`src/rtl/bus_dispatch_pkg.sv`:
```
// rtl/bus_dispatch_pkg.sv - shared constants and helpers for the bus dispatch FIFO
// Contents: destination codes DEST_A..DEST_D, the statistics counter width
// STAT_W, and the saturating increment helper sat_inc.
package bus_dispatch_pkg;

  localparam logic [1:0] DEST_A = 2'd0;
  localparam logic [1:0] DEST_B = 2'd1;
  localparam logic [1:0] DEST_C = 2'd2;
  localparam logic [1:0] DEST_D = 2'd3;

  localparam int STAT_W = 16;

  // Counter increment that sticks at all-ones instead of wrapping.
  function automatic logic [STAT_W-1:0] sat_inc(input logic [STAT_W-1:0] v);
    return (v == '1) ? v : v + STAT_W'(1);
  endfunction

endpackage

```
`src/rtl/bus_dispatch_mem.sv`:
```
// rtl/bus_dispatch_mem.sv - DEPTH x WIDTH storage, one write port, one async read port
// Ports:
//   clk    in   write clock
//   we     in   write enable
//   waddr  in   write address
//   wdata  in   write word
//   raddr  in   read address
//   rdata  out  read word, combinational from raddr
// Contents are not reset; the owner masks stale data.
module bus_dispatch_mem #(
  parameter int WIDTH = 10,
  parameter int DEPTH = 4
) (
  input  logic                     clk,
  input  logic                     we,
  input  logic [$clog2(DEPTH)-1:0] waddr,
  input  logic [WIDTH-1:0]         wdata,
  input  logic [$clog2(DEPTH)-1:0] raddr,
  output logic [WIDTH-1:0]         rdata
);

  logic [WIDTH-1:0] mem_q [DEPTH];

  always_ff @(posedge clk) begin
    if (we) begin
      mem_q[waddr] <= wdata;
    end
  end

  assign rdata = mem_q[raddr];

endmodule

```
`src/rtl/bus_dispatch_fifo.sv`:
```
// rtl/bus_dispatch_fifo.sv - first-word-fall-through FIFO feeding a 4-way destination demux
// Optional feature macro: BUS_DISPATCH_STATS_EN adds per-destination pop counters.
// Ports:
//   clk, rst           clock; synchronous active-high reset
//   in_valid/in_ready  producer handshake; in_data word, in_dest destination
//   Y, SEL             head word and destination (zero while empty)
//   out_valid/out_ready consumer handshake
//   level              number of stored entries
//   cnt_a..cnt_d       saturating pop counters per destination (macro builds only)
module bus_dispatch_fifo
  import bus_dispatch_pkg::*;
#(
  parameter int BUS_WIDTH = 8,
  parameter int DEPTH     = 4
) (
  input  logic                   clk,
  input  logic                   rst,
  input  logic                   in_valid,
  output logic                   in_ready,
  input  logic [BUS_WIDTH-1:0]   in_data,
  input  logic [1:0]             in_dest,
  output logic [BUS_WIDTH-1:0]   Y,
  output logic [1:0]             SEL,
  output logic                   out_valid,
  input  logic                   out_ready,
  output logic [$clog2(DEPTH):0] level
`ifdef BUS_DISPATCH_STATS_EN
  ,
  output logic [STAT_W-1:0]      cnt_a,
  output logic [STAT_W-1:0]      cnt_b,
  output logic [STAT_W-1:0]      cnt_c,
  output logic [STAT_W-1:0]      cnt_d
`endif
);

  localparam int AW    = $clog2(DEPTH);
  localparam int LVL_W = AW + 1;
  localparam int EW    = BUS_WIDTH + 2;

  logic [AW-1:0]    wr_ptr_q, wr_ptr_d;
  logic [AW-1:0]    rd_ptr_q, rd_ptr_d;
  logic [LVL_W-1:0] level_q, level_d;
  logic [EW-1:0]    head_word;
  logic             push, pop;

  // Handshake flags depend only on the registered level, never on inputs.
  assign in_ready  = (level_q < LVL_W'(DEPTH));
  assign out_valid = (level_q != '0);
  assign push      = in_valid && in_ready;
  assign pop       = out_valid && out_ready;
  assign level     = level_q;

  // Entry layout is {dest, data}.
  bus_dispatch_mem #(
    .WIDTH(EW),
    .DEPTH(DEPTH)
  ) u_mem (
    .clk  (clk),
    .we   (push && !rst),
    .waddr(wr_ptr_q),
    .wdata({in_dest, in_data}),
    .raddr(rd_ptr_q),
    .rdata(head_word)
  );

  // Masking keeps the demux on destination A with zero data while empty.
  assign Y   = out_valid ? head_word[BUS_WIDTH-1:0] : '0;
  assign SEL = out_valid ? head_word[EW-1:BUS_WIDTH] : DEST_A;

  always_comb begin
    wr_ptr_d = wr_ptr_q;
    rd_ptr_d = rd_ptr_q;
    level_d  = level_q;
    // Pointers are exactly AW bits wide, so the increment wraps on its own.
    if (push) wr_ptr_d = wr_ptr_q + AW'(1);
    if (pop)  rd_ptr_d = rd_ptr_q + AW'(1);
    case ({push, pop})
      2'b10:   level_d = level_q + LVL_W'(1);
      2'b01:   level_d = level_q - LVL_W'(1);
      default: level_d = level_q;
    endcase
  end

  always_ff @(posedge clk) begin
    if (rst) begin
      wr_ptr_q <= '0;
      rd_ptr_q <= '0;
      level_q  <= '0;
    end else begin
      wr_ptr_q <= wr_ptr_d;
      rd_ptr_q <= rd_ptr_d;
      level_q  <= level_d;
    end
  end

`ifdef BUS_DISPATCH_STATS_EN
  logic [STAT_W-1:0] cnt_a_q, cnt_a_d;
  logic [STAT_W-1:0] cnt_b_q, cnt_b_d;
  logic [STAT_W-1:0] cnt_c_q, cnt_c_d;
  logic [STAT_W-1:0] cnt_d_q, cnt_d_d;

  always_comb begin
    cnt_a_d = cnt_a_q;
    cnt_b_d = cnt_b_q;
    cnt_c_d = cnt_c_q;
    cnt_d_d = cnt_d_q;
    if (pop) begin
      case (SEL)
        DEST_A:  cnt_a_d = sat_inc(cnt_a_q);
        DEST_B:  cnt_b_d = sat_inc(cnt_b_q);
        DEST_C:  cnt_c_d = sat_inc(cnt_c_q);
        default: cnt_d_d = sat_inc(cnt_d_q);
      endcase
    end
  end

  always_ff @(posedge clk) begin
    if (rst) begin
      cnt_a_q <= '0;
      cnt_b_q <= '0;
      cnt_c_q <= '0;
      cnt_d_q <= '0;
    end else begin
      cnt_a_q <= cnt_a_d;
      cnt_b_q <= cnt_b_d;
      cnt_c_q <= cnt_c_d;
      cnt_d_q <= cnt_d_d;
    end
  end

  assign cnt_a = cnt_a_q;
  assign cnt_b = cnt_b_q;
  assign cnt_c = cnt_c_q;
  assign cnt_d = cnt_d_q;
`endif

endmodule

```
`config.mk`:
```
export PLATFORM = sky130hd
export DESIGN_NAME = bus_dispatch_fifo
export DESIGN_NICKNAME = d
export VERILOG_FILES = /design/src/rtl/bus_dispatch_pkg.sv /design/src/rtl/bus_dispatch_mem.sv /design/src/rtl/bus_dispatch_fifo.sv
export SDC_FILE = /design/constraint.sdc
export NUM_CORES = 1
export LEC_CHECK = 0
export BUFFER_PORTS_ARGS = -buffer_cell sky130_fd_sc_hd__clkbuf_2
export CAP_MARGIN = 5
export CORE_ASPECT_RATIO = 2
export CORE_MARGIN = 2
export CORE_UTILIZATION = 52
export DETAILED_ROUTE_END_ITERATION = 16
export PLACE_DENSITY = 0.74
export SLEW_MARGIN = 10
export SYNTH_ARGS = -nofsm -noshare
export SYNTH_HDL_FRONTEND = slang
export SYNTH_HIERARCHICAL = 1
export SYNTH_SLANG_ARGS = --single-unit
export TNS_END_PERCENT = 1
```
`constraint.sdc`:
```
create_clock -name clk -period 5.6 [get_ports clk]
set_input_delay 0 -clock clk [delete_from_list [all_inputs] [get_ports clk]]
set_output_delay 0 -clock clk [all_outputs]
set_load 0.005 [all_outputs]
```
# Yosys cells after proc, flatten, opt, wreduce, memory -nomap -nowiden
# Memories as Yosys holds them, arrays and structs flattened. A register that Yosys moved wholly into a read port is not among the register bits.
# Cells that the tools add are included.
[totals]
inputBits = 14
word_cells = 24
ram_bits = 40
out_inout_bits = 15
mem_count = 1
reg_bits = 7
[mem_list]
columns = ["name", "words", "word_bits", "rd", "rd_ports_with_merged_regs", "wr", "line", "text"]
rows = [
  ["u_mem.mem_q", 4, 10, 1, 1, 1, "bus_dispatch_mem.sv:22", "logic [WIDTH-1:0] mem_q [DEPTH];"],
]
[op_classes]
n_addsub = 4
n_lt_le_gt_ge = 1
n_reduce_logical = 6
muxes = 7
eq_ne = 2
[ops]
columns = ["operator", "n"]
rows = [
  ["2-to-1 mux 8 bit", 1],
  ["2-to-1 mux 2 bit", 3],
  ["one-hot mux 3 bit (2 select lines)", 1],
  ["adder 2 x 1 -> 2 bit, second input constant", 2],
  ["adder 3 x 1 -> 3 bit, second input constant", 1],
  ["logical AND 1 bit", 3],
  ["< comparator 3 bit, second input constant", 1],
  ["nonzero test 3 bit", 1],
  ["subtractor 3 x 1 -> 3 bit, second input constant", 1],
  ["== test 2 x 1 -> 1 bit, second input constant", 1],
  ["== test 2 bit, second input constant", 1],
  ["2-to-1 mux 1 bit", 2],
  ["nonzero test 2 bit", 1],
  ["zero test 1 bit", 1],
]

# Depth between registers and ports, before layout
[depth]
ltp_word = 5
mapped_depth = 8
mapped_depth_nobuf = 8

# By module
# The synthesis kept the hierarchy.
[by_module_without_submodules]
columns = ["module", "seq_area_each_um2", "cells_each", "n_inst", "area_per_inst_um2"]
rows = [
  ["bus_dispatch_mem", 1201.2, 56, 1, 1473.9],
  ["bus_dispatch_fifo", 140.1, 51, 1, 410.4],
]

# Least setup slack after synthesis
# Ideal clock, no wire load.
[synth_path]
path_type = "reg-to-reg"
startpoint = "reg level_q[2] (netlist: level[2])"
endpoint = "mem u_mem.mem_q[0][0] (enable)"
setup_slack_ns = 3.675
setup_ns = 0.392
arrival_ns = 1.533
path_stages_with_launch = 4
required_ns = 5.208
path_buffers = 0
period_less_slack_ns = 1.925
cell_sequence = "dfxtp_1 nand2b_1 nor2_1 nor3b_1"
[synth_via]
elab_chain_cells = 5
[synth_rtl]
columns = ["item", "line", "text"]
rows = [
  ["start: declaration", "bus_dispatch_fifo.sv:42", "logic [LVL_W-1:0] level_q, level_d;"],
  ["start signal: assignment", "bus_dispatch_fifo.sv:92", "level_q <= level_d;"],
  ["< comparator 3 bit", "bus_dispatch_fifo.sv:47", "assign in_ready = (level_q < LVL_W'(DEPTH));"],
  ["logical AND 1 bit", "bus_dispatch_fifo.sv:49", "assign push = in_valid && in_ready;"],
  ["logical AND 1 bit", "bus_dispatch_fifo.sv:59", ".we (push && !rst),"],
  ["2-to-1 mux 1 bit", "bus_dispatch_mem.sv:25", "if (we) begin"],
  ["2-to-1 mux 1 bit (not written as such)", "bus_dispatch_mem.sv:26", "mem_q[waddr] <= wdata;"],
  ["end: declaration", "bus_dispatch_mem.sv:22", ""],
]
# Every way passes these cells.

# Worst setup path after layout
[layout_path]
startpoint = "reg level_q[2] (netlist: level[2])"
endpoint = "reg level_q[2] (netlist: level[2])"
[layout_via]
elab_chain_cells = 4
elab_cells_between_ends = 10
cone_classes = "add/sub: 2; order compare: 1; eq/ne: 2; mux: 1; reduce/logical: 4"
[layout_rtl]
columns = ["item", "line", "text"]
rows = [
  ["< comparator 3 bit or nonzero test 3 bit (tied branches)", "bus_dispatch_fifo.sv:47, bus_dispatch_fifo.sv:48", ""],
  ["logical AND 1 bit, on equally long branches", "bus_dispatch_fifo.sv:49, bus_dispatch_fifo.sv:50", ""],
  ["== test 2 x 1 -> 1 bit or == test 2 bit (tied branches)", "bus_dispatch_fifo.sv:77", "case ({push, pop})"],
  ["one-hot mux 3 bit (2 select lines) or nonzero test 2 bit (tied branches)", "n/a", ""],
]
# Several ways; a longest one is shown, not always the timed one.
# A chain may end at the register's enable or synchronous reset.

==> metrics.cfg <==
[status]
outcome=completed

[power_and_ir_drop]
p_clk_share_pct=19.5
netSwitchingFraction_pct=29.6
power_switching_uw=275
p_leak_nw=0.818
combPwrFrac_pct=30.6
peakVddDrop_uv=271
seqPwrFrac_pct=49.9
p_int_uw=655
p_per_area_mw_per_mm2=412

[clock_tree]
clock-root-buffer=clkbuf_8
cts_resized=0
clockBufferDepth=2
clkTransAtPathRegs_ns=0.07
cts_max_level=2
numCtsBuffers=5
tritoncts=built
clk_latency_ns=0.29
clkSinkCount=47

[floorplanning]
ios=29
core_area_sq_mm=0.00353
rows=31
die_x_um=46.6
initial_utilization_pct=53.4
dieArea_sq_mm=0.00415
die_h_um=89.1

[yosys]
yosysTopAreaCell=edfxtp_1
yosysTopAreaCellShare_pct=63.7
synth_edf_count=40
syn_inst=107
syn_area_per_cell_sq_um=17.6
syn-cell-area_sq_mm=0.00188
ys_seq_area_share_pct=71.2
synth_warnings=6
synth_area_leaders=edfxtp_1 64%, mux4_2 12%, dfxtp_1 7.4%
syn-num-nets=123
netlist_top_cells_count=40 x edfxtp_1, 10 x mux4_2, 9 x nor2b_1
yosysUniqueCellTypes=25
ys_async_sr_fraction_pct=0
yosysMostFrequentCell=edfxtp_1
ys_ff_latch=47
ys.flop_type=edfxtp_1

[sta]
layout_setup_ws_ns=3.55
fin_setup_tns_ns=0
fin_crit_sh_pct=36.5
holdWs_ns=0.0624
setup_violations=0
min_period_ns=2.05
hold_viol=0
slew_viol_final=0
rsz0062_at_grt=false
clock-skew-final_ns=0.00922
maxSlewHeadroom_pct=48.3
worst_pin_slew_ns=0.772
fmax_ghz=0.489

[drt]
drt.antenna.violating_nets=0
wl_per_cell_um=15.1
drt_iter0_drc=18
remaining_drc_errors=0
vias_per_cell=4.95
vias=986
routed_wl_um=3010
first_pass_iters=4

[grt]
grt_antenna_before_repair=0
grt_usage_pct=17.2
grt_pass1_wl_um=4790
grt_pass1_vias=1001
grt_overflow=0
grt_max_degree=14

[placed_design]
routabilityCongestion=0.788
place_ws_ns=3.56
portBuffers=28
hpwl_um=2000

[worst_setup_path]
crit_family=adder cells
startpoint=level[2]$_SDFFE_PP0P_
cp-endpoint=level[2]$_SDFFE_PP0P_
r2r-start=level[2]$_SDFFE_PP0P_
rr_endpoint=level[2]$_SDFFE_PP0P_
cp_data_arrival_time_ns=2.26
path_cells=nand2b_1 > ha_1 > inv_1 > fa_1 > xor2_1 > or3_1 > a21oi_1
end_kind=register
ff2ff_path_depth=7
slowest_delay_ns=0.46
crit_buf_inv=1
reg2reg_setup_slack_ns=3.55
cp.required_ns=5.81
crit_fanout=8
start_kind=register
crit_cells=7
worstSetupPathType=reg -> reg
crit_slowest_cell=dfxtp_1

[finish]
n_antenna_cell=0
fin_util_pct=63.9
fill_cells=267
area_growth_pct=19.7
drive_above_1_share_pct=30.7
final_net_count=166

[flow_run]
drv_cap=0

[min_path]
hold_class=in -> reg

-- power groups by stage --
stage / clock network [mW] / logic (mW) / registers (mW)
after detailed placement: 0 / 0.284 / 0.475
after floorplan: 0 / 0.211 / 0.446
final: 0.182 / 0.285 / 0.464
after global routing: 0.203 / 0.322 / 0.473
after global placement: 0 / 0.278 / 0.471
after CTS: 0.189 / 0.291 / 0.467
-- worst min path at each step --
stage / cells past startpoint / endpoint / startpoint
after global routing: 4 / wr_ptr_q[1]$_SDFFE_PP0P_ / in_valid
final: 4 / rd_ptr_q[1]$_SDFFE_PP0P_ / out_ready
after global placement: 1 / u_mem/mem_q[2][4]$_DFFE_PP_ / in_data[4]
after floorplan: 0 / u_mem/mem_q[0][0]$_DFFE_PP_ / in_data[0]
after detailed placement: 1 / u_mem/mem_q[0][2]$_DFFE_PP_ / in_data[2]
after CTS: 4 / rd_ptr_q[1]$_SDFFE_PP0P_ / out_ready
-- per-stage QoR --
step | cell area (sq um) | std cells | total power, mW
finish | 2260 | 199 | 0.930
detailed placement | 2070 | 181 | 0.759
global route | 2260 | 199 | 0.999
global placement | 2070 | 181 | 0.749
CTS | 2260 | 199 | 0.947
floorplan | 1880 | 107 | 0.657
-- metal layers --
metal  share of wire (%)  global-route usage [%]
met1                  39                    20.5
met2                  55                    28.7
met3                 3.4                    3.64
met4                 2.4                    8.57
met5                   0                       0
-- flip-flops by register name, summed over array words and instances, names as in the netlist --
| name | count |
|---|---|
| wr_ptr_q | 2 |
| u_mem/mem_q | 40 |
| level | 3 |
| rd_ptr_q | 2 |
-- logic make-up (layout without fill, tap and decap cells) --
kind of cell	count (synthesis)	after routing	share of synthesized area, %
muxes	10	10	12.0
adders and majority gates	2	2	1.73
buffers and inverters	10	53	2.52
AOI/OAI and AO/OA	6	6	1.73
xor gates and xnor gates	5	5	2.32
DFF	47	47	71.2
and+or+nand+nor	27	27	8.57
-- layout make-up --
class                   instances  area [sq um]  share of cell area [%]
clock inverters                 2          8.76                   0.388
inverters                       6          22.5                   0.998
well taps                      49          61.3                    2.72
repair buffers                 40           258                    11.4
flip-flops and latches         47          1340                    59.5
clock buffers                   5          68.8                    3.05
multi-input cells              50           495                    22.0
-- placed cells by master, fill, tap and decap left out, types with 2 or more instances in the layout --
| cell | Yosys | routed |
|---|---|---|
| a21oi_1 | 3 | 3 |
| and3b_1 | 2 | 2 |
| clkbuf_2 | 1 | 28 |
| clkbuf_8 | 0 | 5 |
| dfxtp_1 | 7 | 7 |
| dlygate4sd3_1 | 0 | 11 |
| edfxtp_1 | 40 | 40 |
| inv_1 | 6 | 6 |
| mux4_2 | 10 | 10 |
| nor2_1 | 7 | 7 |
| nor2b_1 | 9 | 9 |
| o21ai_0 | 2 | 2 |
| or3_1 | 2 | 2 |
| xor2_1 | 5 | 5 |
-- worst reg2reg max path, cell delays in order (launching register included) --
cell and delay, ns:
dfxtp_1 0.46, nand2b_1 0.21, ha_1 0.20, inv_1 0.07, fa_1 0.38, xor2_1 0.16
or3_1 0.32, a21oi_1 0.17
-- what timing repair did --
item                      CTS  global route
hold endpoints to repair   41             0
hold buffers               11             0
setup buffers               0             0
Note: power is estimated with default switching activity, not from simulation.
